--- src/rtl/conv55_window_gen_if.sv ---
// -----------------------------------------------------------------------------
// conv55_window_gen_if
// Handshake bundle between a raster pixel source, the 5x5 window generator and
// the downstream 5x5 convolution block.
//
// Signals:
//   in_valid   : pixel present on in_data
//   in_ready   : window generator can accept a pixel
//   in_sof     : qualifies in_data as pixel (0,0) of a new frame
//   in_data    : 8-bit unsigned pixel
//   win_valid  : window present on win_data
//   win_ready  : downstream consumes the window
//   win_data   : 25 bytes, byte k = win_data[8k+7:8k], k = 5*wr + wc
//   win_last   : window is the last one of the frame
//   frame_done : one-cycle pulse after the last pixel of a frame is accepted
//
// Modports:
//   master : pixel source / window sink side (drives pixels and win_ready)
//   slave  : window generator side
// -----------------------------------------------------------------------------
interface conv55_window_gen_if;
   logic         in_valid;
   logic         in_ready;
   logic         in_sof;
   logic [7:0]   in_data;
   logic         win_valid;
   logic         win_ready;
   logic [199:0] win_data;
   logic         win_last;
   logic         frame_done;

   modport master (
      output in_valid,
      output in_sof,
      output in_data,
      output win_ready,
      input  in_ready,
      input  win_valid,
      input  win_data,
      input  win_last,
      input  frame_done
   );

   modport slave (
      input  in_valid,
      input  in_sof,
      input  in_data,
      input  win_ready,
      output in_ready,
      output win_valid,
      output win_data,
      output win_last,
      output frame_done
   );
endinterface

--- src/rtl/conv55_window_gen.sv ---
// -----------------------------------------------------------------------------
// conv55_window_gen
// Streaming 5x5 window generator feeding the LeNet-5 5x5 convolution block.
// Raster-order 8-bit pixels come in; four line buffers keep the previous four
// rows, and a 5x5 shift array holds the current neighbourhood. For every pixel
// at row>=4, col>=4 the full 5x5 neighbourhood ending at that pixel is placed
// in a single output register with a valid/ready handshake.
//
// Parameters:
//   IMG_W : image width in pixels  (>=5)
//   IMG_H : image height in rows   (>=5)
//
// Ports:
//   clk : clock, all state on rising edge
//   rst : asynchronous active-high reset
//   bus : conv55_window_gen_if.slave
//         in_valid/in_ready/in_sof/in_data      pixel input
//         win_valid/win_ready/win_data/win_last window output
//         frame_done                            end-of-frame pulse
//
// Window layout: byte k = 5*wr + wc holds pixel(row-4+wr, col-4+wc), where
// (row,col) is the position of the pixel that produced the window.
// -----------------------------------------------------------------------------
module conv55_window_gen #(
   parameter int IMG_W = 32,
   parameter int IMG_H = 32
) (
   input logic                 clk,
   input logic                 rst,
   conv55_window_gen_if.slave  bus
);

   localparam int CW = $clog2(IMG_W);
   localparam int RW = $clog2(IMG_H);

   // position counters: location of the next pixel to be accepted
   logic [CW-1:0]  col_q;
   logic [CW-1:0]  col_d;
   logic [RW-1:0]  row_q;
   logic [RW-1:0]  row_d;

   // position of the pixel currently presented (in_sof forces (0,0))
   logic [CW-1:0]  pos_col;
   logic [RW-1:0]  pos_row;

   logic           accept;
   logic           at_row_end;
   logic           at_last;
   logic           produce;

   // line buffers, one 32-bit word per column: {LB3, LB2, LB1, LB0}
   logic [31:0]    lb_q [IMG_W];
   logic [31:0]    lb_rd;

   // incoming window column, byte wr = row (row-4+wr) at the current column
   logic [39:0]    new_col;

   // 5x5 shift array and its next state (same byte layout as win_data)
   logic [199:0]   win_q;
   logic [199:0]   win_next;

   // output register
   logic [199:0]   win_data_q;
   logic           win_valid_q;
   logic           win_valid_d;
   logic           win_last_q;
   logic           frame_done_q;

   // ------------------------------------------------------------------
   // Handshake
   // ------------------------------------------------------------------
   // The output register is the only buffering, so a pixel can only be
   // taken when the register is empty or being drained this cycle.
   assign bus.in_ready = !win_valid_q || bus.win_ready;
   assign accept       = bus.in_valid && bus.in_ready;

   // ------------------------------------------------------------------
   // Position tracking
   // ------------------------------------------------------------------
   assign pos_col    = bus.in_sof ? '0 : col_q;
   assign pos_row    = bus.in_sof ? '0 : row_q;
   assign at_row_end = (pos_col == CW'(IMG_W - 1));
   assign at_last    = at_row_end && (pos_row == RW'(IMG_H - 1));
   assign produce    = accept && (pos_row >= RW'(4)) && (pos_col >= CW'(4));

   always_comb begin
      col_d = pos_col + 1'b1;
      row_d = pos_row;
      if (at_row_end) begin
         col_d = '0;
         if (at_last) begin
            row_d = '0;
         end else begin
            row_d = pos_row + 1'b1;
         end
      end
   end

   // ------------------------------------------------------------------
   // Line buffers
   // ------------------------------------------------------------------
   // The read happens in the same cycle as the write to the same column, so
   // the read sees the pre-update contents: LB0 = row-1 ... LB3 = row-4.
   // Contents need no reset: every column is rewritten by rows 0..3 of a
   // frame before a window at row 4 can read it.
   assign lb_rd = lb_q[pos_col];

   always_ff @(posedge clk) begin
      if (accept) begin
         lb_q[pos_col] <= {lb_rd[23:0], bus.in_data};
      end
   end

   // oldest row at byte 0, the incoming pixel at byte 4
   assign new_col = {bus.in_data, lb_rd[7:0], lb_rd[15:8], lb_rd[23:16], lb_rd[31:24]};

   // ------------------------------------------------------------------
   // Window shift: each row of the array shifts one column left and the
   // fresh column enters at wc = 4. Stale columns from the previous image
   // row are pushed out during cols 0..3, before any window is emitted.
   // ------------------------------------------------------------------
   generate
      for (genvar gi = 0; gi < 25; gi++) begin : g_win
         if ((gi % 5) == 4) begin : g_new
            assign win_next[8*gi +: 8] = new_col[8*(gi/5) +: 8];
         end else begin : g_shift
            assign win_next[8*gi +: 8] = win_q[8*(gi+1) +: 8];
         end
      end
   endgenerate

   // ------------------------------------------------------------------
   // Output valid: a newly produced window always wins over draining, so a
   // simultaneous handshake and load keeps win_valid high with no bubble.
   // ------------------------------------------------------------------
   always_comb begin
      win_valid_d = win_valid_q;
      if (produce) begin
         win_valid_d = 1'b1;
      end else if (bus.win_ready) begin
         win_valid_d = 1'b0;
      end
   end

   always_ff @(posedge clk or posedge rst) begin
      if (rst) begin
         col_q        <= '0;
         row_q        <= '0;
         win_q        <= '0;
         win_data_q   <= '0;
         win_valid_q  <= 1'b0;
         win_last_q   <= 1'b0;
         frame_done_q <= 1'b0;
      end else begin
         if (accept) begin
            col_q <= col_d;
            row_q <= row_d;
            win_q <= win_next;
         end
         if (produce) begin
            win_data_q <= win_next;
            win_last_q <= at_last;
         end
         win_valid_q  <= win_valid_d;
         // an in_sof pixel is never "last", so a truncated frame never pulses
         frame_done_q <= accept && at_last;
      end
   end

   assign bus.win_valid  = win_valid_q;
   assign bus.win_data   = win_data_q;
   assign bus.win_last   = win_last_q;
   assign bus.frame_done = frame_done_q;

endmodule

--- src/flat_wrapper.sv ---
// flat-port wrapper written by rule: the top's interface ports become plain ports
module conv55_window_gen_flat 
#(
   parameter int IMG_W = 32,
   parameter int IMG_H = 32
)
  (clk, rst, bus_in_valid, bus_in_sof, bus_in_data, bus_win_ready, bus_in_ready, bus_win_valid, bus_win_data, bus_win_last, bus_frame_done);
  conv55_window_gen_if bus_i ();
  input logic clk;
  input logic rst;
  input wire logic [$bits(bus_i.in_valid)-1:0] bus_in_valid;
  input wire logic [$bits(bus_i.in_sof)-1:0] bus_in_sof;
  input wire logic [$bits(bus_i.in_data)-1:0] bus_in_data;
  input wire logic [$bits(bus_i.win_ready)-1:0] bus_win_ready;
  output wire logic [$bits(bus_i.in_ready)-1:0] bus_in_ready;
  output wire logic [$bits(bus_i.win_valid)-1:0] bus_win_valid;
  output wire logic [$bits(bus_i.win_data)-1:0] bus_win_data;
  output wire logic [$bits(bus_i.win_last)-1:0] bus_win_last;
  output wire logic [$bits(bus_i.frame_done)-1:0] bus_frame_done;
  assign bus_i.in_valid = bus_in_valid;
  assign bus_i.in_sof = bus_in_sof;
  assign bus_i.in_data = bus_in_data;
  assign bus_i.win_ready = bus_win_ready;
  assign bus_in_ready = bus_i.in_ready;
  assign bus_win_valid = bus_i.win_valid;
  assign bus_win_data = bus_i.win_data;
  assign bus_win_last = bus_i.win_last;
  assign bus_frame_done = bus_i.frame_done;
  conv55_window_gen #(.IMG_W(IMG_W), .IMG_H(IMG_H)) u_core (.clk(clk), .rst(rst), .bus(bus_i));
endmodule
--- config.mk ---
export PLATFORM = sky130hd
export DESIGN_NAME = conv55_window_gen_flat
export DESIGN_NICKNAME = d
export VERILOG_FILES = /design/src/rtl/conv55_window_gen_if.sv /design/src/rtl/conv55_window_gen.sv /design/src/flat_wrapper.sv
export SDC_FILE = /design/constraint.sdc
export NUM_CORES = 2
export LEC_CHECK = 0
export BUFFER_PORTS_ARGS = -buffer_cell sky130_fd_sc_hd__buf_4
export CORE_MARGIN = 4
export CORE_UTILIZATION = 65
export CTS_BUF_LIST = sky130_fd_sc_hd__clkbuf_8
export DETAILED_ROUTE_END_ITERATION = 7
export HOLD_SLACK_MARGIN = 0.1
export PLACE_DENSITY = 0.86
export SETUP_SLACK_MARGIN = 0.02
export SYNTH_ARGS = -nofsm -noshare
export SYNTH_HDL_FRONTEND = slang
export SYNTH_SLANG_ARGS = --single-unit
--- constraint.sdc ---
create_clock -name clk -period 23.3 [get_ports clk]
set_input_delay 1.165 -clock clk [delete_from_list [all_inputs] [get_ports clk]]
set_output_delay 1.165 -clock clk [all_outputs]
set_load 0.02 [all_outputs]
==> impl_metrics.tcl <==
set metrics [dict create \
    switch_pwr_uw 1500 \
    pwr_cell_area_nw_per_um2 90.8 \
    number_of_placement_rows 105 \
    synth_seq_area_share_pct 74.4 \
    startpoint_type "flop" \
    finish.utilization_pct 73.9 \
    final.min_clock_period_ps 6390 \
    ir_worst_vdd_uv 60.3 \
    clk_path_buf_depth 3 \
    synth.yosys.warnings 0 \
    syn_inst 3782 \
    clock_h_tree_levels 4 \
    switching_share_pct 27.2 \
    critical_path_peak_fanout 140 \
    worst_hold_path.num_cells 2 \
    tns_ps 0 \
    fraction_of_layout_cells_with_a_size_suffix_above_1_pct 16.9 \
    design_area_um2 60700 \
    grt_pass1_wl_mm 227 \
    globalplace.congestion 0.900 \
    hold_start "u_core.win_q[49]" \
    cts_repair_resize_count 0 \
    power_frac_clock_pct 35.1 \
    instances_no_fill 5281 \
    finClkSkew_ps 50.8 \
    fin_crit_sh_pct 27.4 \
    antenna_violations_before_repair 5 \
    first_global_vias 34990 \
    cellLeakagePower_uw 0.0238 \
    drtAntennaViolNets 0 \
    die-width_um 296 \
    globalRouteTotalUtil_pct 35.6 \
    root_buffer "sky130_fd_sc_hd__clkbuf_8" \
    netlist_area_um2 53900 \
    cts.clk_slew.worst_paths_ps 70 \
    critical_path.reg2reg.endpoint "u_core.win_q[77]" \
    cts_num_sinks 1397 \
    initialDrtViolationCount 6198 \
    design.portCount 217 \
    reg2reg_setup_slack_ps 16910 \
    number_of_distinct_library_cell_variants_in_the_gate_level_netlist_after_synthesis 79 \
    chipHeight_um 296 \
    worst_case_hold_path_end_point "u_core.bus.win_data[41]" \
    worstSetupEndpointType "flop" \
    cap_viol_max_count 0 \
    cts.repair_timing.setup_buffer_count 0 \
    drcViolationCount 0 \
    dp_cells 4908 \
    numCtsBuffers 203 \
    synth_top_cell_area_share_pct 57.0 \
    synth_top_area_cell "sky130_fd_sc_hd__edfxtp_1" \
    worst_setup_path_type "reg -> reg" \
    synth-edff-count 1024 \
    synth.area.top_cells "sky130_fd_sc_hd__edfxtp_1 57%, sky130_fd_sc_hd__dfrtp_1 17%, sky130_fd_sc_hd__nand2_1 6.5%, sky130_fd_sc_hd__mux2i_1 4.3%, sky130_fd_sc_hd__a211oi_1 2.5%" \
    detailedPlacementHpwl_mm 86.4 \
    via_per_inst 6.86 \
    detailed_route_wire_length_per_cell_um 29.7 \
    timing.slew.headroom_pct 3.24 \
    areaGrowthSynthToFinish_pct 12.6 \
    finalHoldViolCount 0 \
    cell_internal_pwr_uw 4010 \
    synth-main-ff-cell "sky130_fd_sc_hd__edfxtp_1" \
    cts_hold_buf 0 \
    floorplan.initialDensity_pct 65.7 \
    grt_start_max_net_pins 204 \
    synth_async_reset_ratio_pct 26.7 \
    r2r_cells 10 \
    seq_power_share_pct 53.6 \
    setup_viol_count_final 0 \
    tightest_slew_ps 1450 \
    total_wire_length_mm 157 \
    setup.worst_path.start "u_core.col_q[1]" \
    hp-class "reg -> reg" \
    most_instantiated_cells_after_synthesis "1,024 x sky130_fd_sc_hd__edfxtp_1, 933 x sky130_fd_sc_hd__nand2_1, 373 x sky130_fd_sc_hd__dfrtp_1, 230 x sky130_fd_sc_hd__mux2i_1, 201 x sky130_fd_sc_hd__a21oi_1" \
    comb_power_share_pct 11.3 \
    ys_seq_elements 1397 \
    status "completed" \
    max_freq_ghz 0.156 \
    cp.arrival_ps 7120 \
    place.port_buffers 216 \
    yosysMostFrequentCell "sky130_fd_sc_hd__edfxtp_1" \
    core_region_area_um2 82100 \
    mappedNetlistNets 3798 \
    1st_pass_router_iterations 8 \
    grt.overflow.total 0 \
    count_of_final_max_slew_check_failures 0 \
    r2r_start "u_core.col_q[1]" \
    placement.cell_area_um2 56700 \
    syn_area_per_cell_um2 14.3 \
    layout.nets 4059 \
    min_hold_slack_ps 449 \
    cts_tree "yes" \
    rsz0062_at_grt "no" \
    clock_insertion_delay_worst_skew_ps 890 \
    required_ps 24030 \
    vias 36220 \
    die_area_um2 87600 \
]
==> cells in the final DEF (no fill, tap or decap), drive strengths merged, types with 8 or more instances in the layout <==
master,netlist,layout
nand4,14,14
nor2,81,81
mux2,53,53
inv,16,93
mux2i,230,230
buf,179,310
a211o,10,10
a21oi,201,201
nor4,19,19
a221o,8,8
dfrtp,373,373
nand3,15,15
o22ai,13,13
o21ai,56,56
clkbuf,75,228
a211oi,181,181
edfxtp,1024,1024
a2111oi,10,10
nand2b,8,8
nor2b,13,13
a221oi,110,110
o211ai,9,9
clkinv,0,59
nor3,24,24
nand2,933,933
a22oi,29,29
==> worst max-delay path by stage <==
stage                                         end  slack [ps]
after floorplan             u_core.bus.frame_done       11780
after global placement    u_core.bus.win_data[77]       17700
after detailed placement         u_core.win_q[77]       17300
after CTS                        u_core.win_q[77]       17230
after global routing             u_core.win_q[77]       16850
final                            u_core.win_q[77]       16910
==> metal layers <==
| metal | global-route usage, % | wire [µm] | vias to the layer above |
|---|---|---|---|
| li1 | - | - | 14602 |
| met1 | 46.0 | 51900 | 17476 |
| met2 | 53.2 | 69800 | 3356 |
| met3 | 11.9 | 23900 | 776 |
| met4 | 20.8 | 10800 | 10 |
| met5 | 1.19 | 189 | - |
==> power groups by stage <==
stage                     Sequential [µW]  Combinational [µW]  Clock [µW]
after floorplan                      2970                 388           0
after global placement               3000                 562           0
after detailed placement             3000                 586           0
after CTS                            2950                 595        1940
after global routing                 2960                 645        2060
final                                2960                 621        1940
==> logic make-up (layout without fill, tap and decap cells) <==
group	after synthesis	after routing	share of synthesized area, %
xor gates and xnor gates	1	1	0.0163
buffers and inverters	270	696	2.47
AOI/OAI and AO/OA	668	668	8.61
and+or+nand+nor	1156	1156	8.92
muxes	287	287	5.55
DFF	1397	1397	74.4
other	0	3	0
adders and majority gates	3	3	0.0696
==> layout make-up <==
| cell class | instances | area (µm²) |
|---|---|---|
| Antenna cell | 3 | 7.51 |
| Clock buffer | 228 | 3140 |
| Clock inverter | 142 | 896 |
| Fill cell | 4540 | 21400 |
| Inverter | 16 | 72.6 |
| Multi-Input combinational cell | 2115 | 12800 |
| Sequential cell | 1397 | 40100 |
| Tap cell | 1070 | 1340 |
| Timing Repair Buffer | 310 | 2360 |
==> stage by stage <==
step	setup slack (ps)	total power (µW)
global placement	17700	3560
floorplan	11780	3360
finish	16910	5510
global route	16850	5670
CTS	17230	5490
detailed placement	17300	3590
==> state kept, by name, indices dropped and copies added (netlist names) <==
register	cells
u_core.lb_q	1024
u_core.bus.win_data	200
u_core.win_q	160
u_core.col_q	5
u_core.row_q	5
u_core.bus.frame_done	1
u_core.bus.win_last	1
u_core.bus.win_valid	1
==> critical path: stages, from the launching register on <==
cell and delay, ps:
sky130_fd_sc_hd__dfrtp_4 770, sky130_fd_sc_hd__buf_12 550, sky130_fd_sc_hd__buf_4 640, sky130_fd_sc_hd__buf_4 690, sky130_fd_sc_hd__nor2_2 40, sky130_fd_sc_hd__buf_4 300
sky130_fd_sc_hd__a221oi_1 320, sky130_fd_sc_hd__a211oi_1 90, sky130_fd_sc_hd__a2111oi_0 650, sky130_fd_sc_hd__nand3_1 1180, sky130_fd_sc_hd__mux2_2 730
No activity file was read; power rests on OpenSTA's default activity.
